$ cat src/rtl/if_stage_pkg.sv
// Shared constants for the fetch stage: default widths and opcode encodings.
package if_stage_pkg;

    localparam int PKG_ADDR_W = 8;
    localparam int PKG_INST_W = 16;
    localparam int OPC_W      = 5;

    // Opcode field lives in the top OPC_W bits of the instruction word.
    localparam logic [OPC_W-1:0] OP_HALT = 5'b00001;
    localparam logic [OPC_W-1:0] OP_ADD  = 5'b00010;
    localparam logic [OPC_W-1:0] OP_ADDI = 5'b00100;
    localparam logic [OPC_W-1:0] OP_JZ   = 5'b01000;

    typedef enum logic {
        ST_RUN  = 1'b0,
        ST_HALT = 1'b1
    } fetch_state_e;

endpackage

$ cat src/rtl/if_stage_if.sv
// Fetch-to-decode valid/ready handshake.
interface if_stage_if #(
    parameter int ADDR_W = 8,
    parameter int INST_W = 16
);
    logic              id_valid;
    logic              id_ready;
    logic [INST_W-1:0] id_inst;
    logic [ADDR_W-1:0] id_pc;

    modport master (output id_valid, output id_inst, output id_pc, input id_ready);
    modport slave  (input id_valid, input id_inst, input id_pc, output id_ready);
endinterface

$ cat src/rtl/if_prefetch_q.sv
// Two-entry prefetch FIFO holding {instruction, pc}. Head entry drives the
// outputs directly, so a word is visible the cycle after it is pushed.
module if_prefetch_q
    import if_stage_pkg::*;
#(
    parameter int DW     = PKG_INST_W,
    parameter int AW     = PKG_ADDR_W,
    parameter int QDEPTH = 2
) (
    input  logic          clock,
    input  logic          reset,
    input  logic          i_flush,
    input  logic          i_push,
    input  logic          i_pop,
    input  logic [DW-1:0] i_data,
    input  logic [AW-1:0] i_pc,
    output logic          o_valid,
    output logic          o_full,
    output logic [DW-1:0] o_data,
    output logic [AW-1:0] o_pc
);
    logic [1:0][DW-1:0] r_data;
    logic [1:0][AW-1:0] r_pc;
    logic               r_wr;
    logic               r_rd;
    logic [1:0]         r_count;

    logic w_pop;
    logic w_push;

    assign o_valid = (r_count != 2'd0);
    assign o_full  = (r_count == 2'(QDEPTH));
    assign o_data  = r_data[r_rd];
    assign o_pc    = r_pc[r_rd];

    // Guard against popping empty or pushing into a full queue without a pop.
    assign w_pop  = i_pop && o_valid;
    assign w_push = i_push && (!o_full || w_pop);

    // Storage, pointers and occupancy; flush resets pointers but keeps data.
    always_ff @(posedge clock or negedge reset) begin
        if (!reset) begin
            r_data  <= '0;
            r_pc    <= '0;
            r_wr    <= 1'b0;
            r_rd    <= 1'b0;
            r_count <= 2'd0;
        end else if (i_flush) begin
            r_wr    <= 1'b0;
            r_rd    <= 1'b0;
            r_count <= 2'd0;
        end else begin
            if (w_push) begin
                r_data[r_wr] <= i_data;
                r_pc[r_wr]   <= i_pc;
                r_wr         <= ~r_wr;
            end
            if (w_pop) begin
                r_rd <= ~r_rd;
            end
            case ({w_push, w_pop})
                2'b10:   r_count <= r_count + 2'd1;
                2'b01:   r_count <= r_count - 2'd1;
                default: r_count <= r_count;
            endcase
        end
    end
endmodule

$ cat src/rtl/if_stage.sv
// Instruction fetch: PC, halt and redirect control around a 2-entry
// prefetch queue feeding decode.
module if_stage
    import if_stage_pkg::*;
#(
    parameter int                ADDR_W   = PKG_ADDR_W,
    parameter int                INST_W   = PKG_INST_W,
    parameter int                QDEPTH   = 2,
    parameter logic [ADDR_W-1:0] RESET_PC = '0
) (
    input  logic              clock,
    input  logic              reset,
    input  logic              enable,
    input  logic              start,
    output logic [ADDR_W-1:0] i_addr,
    input  logic [INST_W-1:0] ir,
    input  logic              redirect_valid,
    input  logic [ADDR_W-1:0] redirect_addr,
    output logic              halted,
    if_stage_if.master        dec
);
    fetch_state_e      r_state;
    fetch_state_e      w_state_nxt;
    logic [ADDR_W-1:0] r_pc;
    logic [ADDR_W-1:0] w_pc_nxt;

    logic              w_flush;
    logic              w_push;
    logic              w_pop;
    logic              w_q_valid;
    logic              w_q_full;
    logic [OPC_W-1:0]  w_opcode;

    assign w_opcode     = ir[INST_W-1 -: OPC_W];
    assign i_addr       = r_pc;
    assign halted       = (r_state == ST_HALT);
    assign dec.id_valid = w_q_valid;

    // Next PC / halt state and queue controls; start beats redirect beats fetch.
    always_comb begin
        w_state_nxt = r_state;
        w_pc_nxt    = r_pc;
        w_flush     = 1'b0;
        w_push      = 1'b0;
        w_pop       = enable && w_q_valid && dec.id_ready;
        if (enable) begin
            if (start) begin
                w_flush     = 1'b1;
                w_pc_nxt    = RESET_PC;
                w_state_nxt = ST_RUN;
            end else if (redirect_valid) begin
                w_flush     = 1'b1;
                w_pc_nxt    = redirect_addr;
                w_state_nxt = ST_RUN;
            end else if (r_state == ST_RUN && (!w_q_full || w_pop)) begin
                w_push   = 1'b1;
                w_pc_nxt = r_pc + ADDR_W'(1);
                if (w_opcode == OP_HALT) begin
                    w_state_nxt = ST_HALT;
                end
            end
        end
    end

    // PC and run/halt state registers.
    always_ff @(posedge clock or negedge reset) begin
        if (!reset) begin
            r_state <= ST_RUN;
            r_pc    <= RESET_PC;
        end else begin
            r_state <= w_state_nxt;
            r_pc    <= w_pc_nxt;
        end
    end

    if_prefetch_q #(
        .DW     (INST_W),
        .AW     (ADDR_W),
        .QDEPTH (QDEPTH)
    ) u_q (
        .clock   (clock),
        .reset   (reset),
        .i_flush (w_flush),
        .i_push  (w_push),
        .i_pop   (w_pop),
        .i_data  (ir),
        .i_pc    (r_pc),
        .o_valid (w_q_valid),
        .o_full  (w_q_full),
        .o_data  (dec.id_inst),
        .o_pc    (dec.id_pc)
    );
endmodule

$ cat src/flat_wrapper.sv
// flat-port wrapper written by rule: the top's interface ports become plain ports
module if_stage_flat import if_stage_pkg::*;
#(
    parameter int                ADDR_W   = PKG_ADDR_W,
    parameter int                INST_W   = PKG_INST_W,
    parameter int                QDEPTH   = 2,
    parameter logic [ADDR_W-1:0] RESET_PC = '0
)
  (clock, reset, enable, start, i_addr, ir, redirect_valid, redirect_addr, halted, dec_id_valid, dec_id_inst, dec_id_pc, dec_id_ready);
  if_stage_if #(.ADDR_W(ADDR_W), .INST_W(INST_W)) dec_i ();
  input  logic clock;
  input  logic reset;
  input  logic enable;
  input  logic start;
  output logic [ADDR_W-1:0] i_addr;
  input  logic [INST_W-1:0] ir;
  input  logic redirect_valid;
  input  logic [ADDR_W-1:0] redirect_addr;
  output logic halted;
  output wire logic [$bits(dec_i.id_valid)-1:0] dec_id_valid;
  output wire logic [$bits(dec_i.id_inst)-1:0] dec_id_inst;
  output wire logic [$bits(dec_i.id_pc)-1:0] dec_id_pc;
  input wire logic [$bits(dec_i.id_ready)-1:0] dec_id_ready;
  assign dec_id_valid = dec_i.id_valid;
  assign dec_id_inst = dec_i.id_inst;
  assign dec_id_pc = dec_i.id_pc;
  assign dec_i.id_ready = dec_id_ready;
  if_stage #(.ADDR_W(ADDR_W), .INST_W(INST_W), .QDEPTH(QDEPTH), .RESET_PC(RESET_PC)) u_core (.clock(clock), .reset(reset), .enable(enable), .start(start), .i_addr(i_addr), .ir(ir), .redirect_valid(redirect_valid), .redirect_addr(redirect_addr), .halted(halted), .dec(dec_i));
endmodule
$ cat config.mk
export PLATFORM = sky130hd
export DESIGN_NAME = if_stage_flat
export DESIGN_NICKNAME = d
export VERILOG_FILES = /design/src/rtl/if_stage_pkg.sv /design/src/rtl/if_stage_if.sv /design/src/rtl/if_prefetch_q.sv /design/src/rtl/if_stage.sv /design/src/flat_wrapper.sv
export SDC_FILE = /design/constraint.sdc
export NUM_CORES = 1
export LEC_CHECK = 0
export CAP_MARGIN = 40
export CELL_PAD_IN_SITES_DETAIL_PLACEMENT = 2
export CELL_PAD_IN_SITES_GLOBAL_PLACEMENT = 2
export CORE_MARGIN = 3
export CORE_UTILIZATION = 30
export CTS_BUF_LIST = sky130_fd_sc_hd__clkbuf_8
export DETAILED_ROUTE_END_ITERATION = 8
export GPL_TIMING_DRIVEN = 0
export HOLD_SLACK_MARGIN = 0.02
export PLACE_DENSITY_LB_ADDON = 0.1
export SYNTH_ARGS = -nofsm -noshare
export SYNTH_HDL_FRONTEND = slang
export SYNTH_HIERARCHICAL = 1
export SYNTH_SLANG_ARGS = --single-unit
$ cat constraint.sdc
create_clock -name clock -period 2.8 [get_ports clock]
set_clock_uncertainty 0.1 [all_clocks]
set_input_delay 0.84 -clock clock [delete_from_list [all_inputs] [get_ports clock]]
set_output_delay 0.84 -clock clock [all_outputs]
set_load 0.1 [all_outputs]
## Yosys cells after proc, flatten, opt, wreduce, memory -nomap -nowiden

Cells that the tools add are included.

- Add/sub/neg operators: 3
- $lt $le $gt $ge: 3
- Equal/unequal tests: 4
- Mux-type cells: 30
- Bitwise operators: 4
- Reduce and logical (&&, ||, !) cells: 18

Operators by type and width:

| cell | count |
|---|---|
| 16-bit 2-to-1 mux | 3 |
| 8-bit 2-to-1 mux | 6 |
| 32-bit bitwise mux | 1 |
| 16-bit bitwise mux | 1 |
| 16-bit demux with 1-bit select | 1 |
| 1-bit 2-to-1 mux | 15 |
| 3-bit nonzero test | 3 |
| 8-bit by 1-bit adder with 8-bit output, second input constant | 1 |
| 8-bit demux with 1-bit select | 1 |
| 1-bit logical AND | 6 |
| 2-bit nonzero test | 3 |
| 5-bit by 1-bit == test with 1-bit output, second input constant | 1 |
| 2-bit == test, second input constant | 2 |
| 1-bit by 2-bit < comparator with 1-bit output, second input constant | 2 |
| 1-bit inverter | 4 |
| 2-bit one-hot mux with 2 select lines | 1 |
| 2-bit AND reduction | 2 |
| 3-bit AND reduction | 1 |
| 2-bit by 1-bit adder with 2-bit output, second input constant | 1 |
| 2-bit by 1-bit == test with 1-bit output, second input constant | 1 |
| 1-bit logical OR | 2 |
| 2-bit 2-to-1 mux | 1 |
| 2-bit by 1-bit subtractor with 2-bit output, second input constant | 1 |
| 1-bit greater-or-equal comparator, second input constant | 1 |
| 1-bit logical NOT | 1 |

- Register bits: 61
- Input bits: 30
- Output and inout port bits: 34
- Logic and storage cells: 71

## Logic depth before layout (Yosys ltp)

- Depth in word-level cells: 13
- Depth in mapped cells: 9
- Mapped depth without buffers: 7

## Cells and area by module

The synthesis kept the hierarchy.

By module, submodules not included:

| module | times used | cells each | area each (µm²) | seq. area each (µm²) |
|---|---|---|---|---|
| if_prefetch_q | 1 | 153 | 2397.3 | 1301.2 |
| if_stage | 1 | 69 | 618.1 | 225.2 |

## Worst setup path before layout

No wires, ideal clock.

- Path kind: register to register
- Start point: reg u_core.u_q.r_count[0]
- End point: reg u_core/u_q/r_pc[5] (netlist bit)
- Library setup time: 127 ps
- Arrival: 2887 ps
- Data required time: 2573 ps
- Setup slack: -313 ps
- Cell stages (with the launch flop): 10
- Buffers on the path: 3
- Period minus slack after synthesis: 3113 ps
- Path through: dfrtp_1 or2_2 a21boi_0 or2_1 buf_4 nor2_1 or4b_1 buf_6 buf_12 mux2_4

- Word-level cells in the longest chain between the ends: 11
- Elaborated cells between the ends (all ways): 15
- Those cells by class: eq/ne (1); mux (4); reduce/logical (10)

RTL lines:

| what | line | text |
|---|---|---|
| from (decl) | if_prefetch_q.sv:26 | `logic [1:0] r_count;` |
| from (signal assigned) | if_prefetch_q.sv:62 | `2'b10: r_count <= r_count + 2'd1;` |
| from (signal assigned) | if_prefetch_q.sv:63 | `2'b01: r_count <= r_count - 2'd1;` |
| from (signal assigned) | if_prefetch_q.sv:64 | `default: r_count <= r_count;` |
| 2-bit nonzero test | if_prefetch_q.sv:31 | `assign o_valid = (r_count != 2'd0);` |
| named net dec_id_valid | flat_wrapper.sv:20 | `output wire logic [$bits(dec_i.id_valid)-1:0] dec_id_valid;` |
| 1-bit logical AND (2 in a row) | if_stage.sv:45 | `w_pop = enable && w_q_valid && dec.id_ready;` |
| 1-bit logical OR | if_stage.sv:55 | `end else if (r_state == ST_RUN && (!w_q_full \|\| w_pop)) begin` |
| 1-bit logical AND | if_stage.sv:55 |  |
| 1-bit 2-to-1 mux | if_stage.sv:55 |  |
| 1-bit 2-to-1 mux | if_stage.sv:51 | `end else if (redirect_valid) begin` |
| 1-bit 2-to-1 mux | if_stage.sv:47 | `if (start) begin` |
| 1-bit 2-to-1 mux | if_stage.sv:46 | `if (enable) begin` |
| named net u_core.w_push | if_stage.sv:28 | `logic w_push;` |
| 1-bit logical AND | if_prefetch_q.sv:38 | `assign w_push = i_push && (!o_full \|\| w_pop);` |
| 2-bit AND reduction (no line) | -- |  |
| to (signal, indexed assignment) | if_prefetch_q.sv:55 | `r_pc[r_wr] <= i_pc;` |
| to (decl) | if_prefetch_q.sv:23 | `logic [1:0][AW-1:0] r_pc;` |

The timed path passes the listed nets, and every way through them passes these cells.
A chain may end at the register's enable or synchronous reset.

## Final worst setup path

- Start point: reg u_core.u_q.r_rd
- End point: out dec_id_pc[4]

- Word-level cells in the longest chain between the ends: 2

RTL lines:

| what | line | text |
|---|---|---|
| from (decl) | if_prefetch_q.sv:25 | `logic r_rd;` |
| from (signal assigned) | if_prefetch_q.sv:59 | `r_rd <= ~r_rd;` |
| 8-bit 2-to-1 mux (not written as such) (2 in a row) | if_prefetch_q.sv:34 | `assign o_pc = r_pc[r_rd];` |
| to (decl) | flat_wrapper.sv:22 | `output wire logic [$bits(dec_i.id_pc)-1:0] dec_id_pc;` |

Every way passes these cells. The select of a mux whose other input is x is not followed.

==> qor.tcl <==
set qor(synthesis.instances) 222
set qor(route.detailed.drc) 0
set qor(groute.usage.overall) 0.1615
set qor(antenna_cells_inserted) 0
set qor(vias) 2186
set qor(timing.reg2reg.worst_path_depth) 9
set qor(fp.coreArea_mm2) 0.009503
set qor(fraction_of_the_cycle_the_final_worst_path_needs) 1.022
set qor(clkSlewWorstSetupHoldPaths_ps) 60
set qor(cts_hold_buffers) 0
set qor(clk_root_buffer_cell) {sky130_fd_sc_hd__clkbuf_8}
set qor(tritoncts.num_buffers) 9
set qor(vias_in_the_first_global_route) 2554
set qor(row_count) 35
set qor(element_type_at_the_critical_path_start) {flip-flop}
set qor(achievable-frequency_ghz) 0.3495
set qor(detailedPlacementHpwl_mm) 5.955
set qor(slew_headroom) 0.4692
set qor(multi_input_comb_area_mm2) 0.001415
set qor(total_power_per_unit_cell_area_mw_per_mm2) 842.4
set qor(ys_top_cells_by_area) {sky130_fd_sc_hd__dfrtp_1 51%, sky130_fd_sc_hd__mux2_2 20%, sky130_fd_sc_hd__mux2_4 9.5%}
set qor(clock_tree_from_tritoncts) {yes}
set qor(timing.hold.worst.class) {flip-flop to flip-flop}
set qor(cpMaxStageDelayCell) {sky130_fd_sc_hd__clkdlybuf4s50_1}
set qor(worstPathMaxFanout) 10
set qor(share_of_synthesized_registers_carrying_an_async_set_or_reset) 1.000
set qor(nNetsFinal) 356
set qor(crit_end_category) {output pin}
set qor(antenna_violations_before_repair) 0
set qor(dp_slack_ps) -981.6
set qor(netlist.area_leader.share) 0.5062
set qor(vdd.ir_drop.worst_mv) 0.3563
set qor(total_standard_cell_area_after_synthesis_mm2) 0.003015
set qor(viasPerCell) 4.763
set qor(failed_checks) {setup timing}
set qor(post-synth-top-area-cell) {sky130_fd_sc_hd__dfrtp_1}
set qor(max-cap-violations) 0
set qor(worstSetupPathType) {flip-flop to output pin}
set qor(syn2layout_area_growth_pct) 53.36
set qor(final-seq-area_mm2) 0.001529
set qor(worstPathArrival_ps) 1920
set qor(cts_num_sinks) 61
set qor(clock_latency_ps) 340
set qor(final.min_clock_period_ps) 2861
set qor(wirelength_mm) 8.341
set qor(cts.path.max_buffers) 2
set qor(post-route-worst-setup-slack_ps) -61.17
set qor(detailedRoute.firstPassIterationCount) 4
set qor(cp.required_ps) 1860
set qor(routed_wire_length_per_instance_um) 18.17
set qor(crit_top_cell) {sky130_fd_sc_hd__buf_8}
set qor(layout.filler_cells) 938
set qor(synth.avg_cell_area_um2) 13.58
set qor(cellLeakagePower_uw) 0.002125
set qor(rr_endpoint) {u_core/u_q/r_pc[6]}
set qor(htreeDepth) 3
set qor(die_x_um) 106.3
set qor(grt_pass1_wl_mm) 14.11
set qor(synth_nets) 253
set qor(synth_most_common_cell) {sky130_fd_sc_hd__dfrtp_1}
set qor(place.port_buffers) 62
set qor(setup_viol_count_final) 9
set qor(gp_routability_congestion) 0.6871
set qor(crit-reg2reg-launch) {u_core/u_q/r_count[1]}
set qor(slew_violations) 0
set qor(initial_utilization) 0.3173
set qor(worstSetupEndpoint) {dec_id_pc[4]}
set qor(reg2reg_slack_ps) 90
set qor(die_y_extent_um) 106.3
set qor(grt_max_degree) 62
set qor(timing.critical_path.from) {u_core/u_q/r_rd}
set qor(drt.antenna.violating_nets) 0
set qor(setup_repair_after_global_routing_missed_its_margin) {yes}
set qor(hold_violations) 0
set qor(synth.yosys.seq_area_share) 0.5062
set qor(initialDrtViolationCount) 56
set qor(synth-edff-count) 0
set qor(max_slew.worst_pin.slew_ps) 796.1
set qor(yosysWarningCount) 6
set qor(synth.lib_cells_used.distinct) 49
set qor(synthFlopType) {sky130_fd_sc_hd__dfrtp_1}
set qor(critPathMaxStageDelay_ps) 470
set qor(yosys_register_bits) 61
set qor(cp_cell_sequence) {buf_8 -> mux2_2 -> clkdlybuf4s50_1 -> buf_8}
set qor(globalRouteOverflowTotal) 0
set qor(drive_above_1_share) 0.4606
set qor(run_status) {finished, violations left}
set qor(floorplan.die_area_mm2) 0.01129
set qor(ios) 64
set qor(finalCoreUtilization) 0.4866
set qor(post_synth_most_frequent_cells) {61 x sky130_fd_sc_hd__dfrtp_1, 53 x sky130_fd_sc_hd__mux2_2, 19 x sky130_fd_sc_hd__mux2_4}
how the worst min path moves through the flow:
stage,startpoint,end,slack (ps),cells past startpoint
2_1_floorplan,u_core/u_q/r_data[17],u_core/u_q/r_data[17],370,1
3_3_place_gp,u_core/u_q/r_data[30],u_core/u_q/r_data[30],380,1
3_5_place_dp,u_core/u_q/r_data[12],u_core/u_q/r_data[12],390,1
4_1_cts,u_core/u_q/r_pc[14],u_core/u_q/r_pc[14],410,1
5_1_grt,u_core/u_q/r_data[11],u_core/u_q/r_data[11],420,1
6_report,u_core/u_q/r_pc[14],u_core/u_q/r_pc[14],410,1
per-stage QoR:
stage / cells / instance area, µm² / total power [µW] / setup TNS [ps] / hold slack, ps
6_report: 459 / 4624 / 3895 / -313.7 / 405.3
2_1_floorplan: 222 / 3044 / 2371 / -193.3 / 375.0
5_1_grt: 459 / 4624 / 4069 / -1061 / 425.0
4_1_cts: 461 / 4599 / 3949 / -1181 / 407.4
3_5_place_dp: 447 / 4372 / 3170 / -49780 / 392.9
3_3_place_gp: 413 / 3826 / 2722 / -141290 / 383.9
placed cells by master, fill, tap and decap left out, types with 3 or more instances in the layout:
cell / count
sky130_fd_sc_hd__dfrtp_1: 59
sky130_fd_sc_hd__mux2_2: 53
sky130_fd_sc_hd__clkdlybuf4s50_1: 43
sky130_fd_sc_hd__buf_8: 24
sky130_fd_sc_hd__mux2_4: 19
sky130_fd_sc_hd__buf_12: 13
sky130_fd_sc_hd__buf_4: 12
sky130_fd_sc_hd__clkbuf_8: 10
sky130_fd_sc_hd__nand2_1: 7
sky130_fd_sc_hd__inv_1: 6
sky130_fd_sc_hd__nand3_1: 5
sky130_fd_sc_hd__dlymetal6s2s_1: 4
sky130_fd_sc_hd__o21ai_0: 4
sky130_fd_sc_hd__dlygate4sd2_1: 3
sky130_fd_sc_hd__nor3_1: 3
sky130_fd_sc_hd__xnor2_1: 3
sky130_fd_sc_hd__nor2_1: 3
sky130_fd_sc_hd__nor2b_1: 3
sky130_fd_sc_hd__a21oi_1: 3
sky130_fd_sc_hd__o211ai_1: 3
sky130_fd_sc_hd__nand2b_1: 3
sky130_fd_sc_hd__buf_16: 3
sequential cells by signal, summed over array words and instances, names as in the netlist:
name,count
u_core/u_q/r_count,2
u_core/u_q/r_pc,16
u_core/i_addr,8
u_core/halted,1
u_core/u_q/r_wr,1
u_core/u_q/r_data,32
u_core/u_q/r_rd,1
final cells by class:
type                       count  share of cell area
buffer                         9             0.02733
multi-input combinational    146              0.3060
clock inverter                 6             0.01190
tap                          129             0.03490
sequential                    61              0.3306
clock buffer                  10             0.02976
inverter                       4            0.003247
timing repair buffer          94              0.2562
cells by family (layout without fill, tap and decap cells):
logic type / after synthesis / count (layout) / synth area share
AND/OR/NAND/NOR: 43 / 43 / 0.08547
adder cells (fa/ha/maj): 1 / 1 / 0.004149
buffers and inverters: 15 / 123 / 0.03568
AO/OA/AOI/OAI: 24 / 24 / 0.05768
flip-flops: 61 / 61 / 0.5062
multiplexers: 74 / 74 / 0.2992
XOR/XNOR: 4 / 4 / 0.01162
where the power goes:
| group | internal, µW | total (µW) | switching [µW] |
|---|---|---|---|
| Clock | 426 | 773 | 348 |
| Combinational | 807 | 1940 | 1130 |
| Sequential | 1060 | 1190 | 123 |
layer usage:
metal,track usage,wire length (µm),part of all wire
met5,0,0,0
met4,0.04070,80,0.0096
met3,0.04250,325,0.039
met1,0.1988,3698,0.44
met2,0.2805,4237,0.51
worst max-delay path, delay by kind of cell, from the launching register on:
family                 cells  cell delay [ps]
buffers and inverters      3              820
muxes                      1              350
DFF                        1              410
timing repair:
item	in CTS	in global routing
resized for setup	22	13
setup endpoints to repair	73	17
pin swaps	4	0
endpoints found under the hold margin	0	0
setup buffers	7	2
Power figures use the tool's default switching activity.
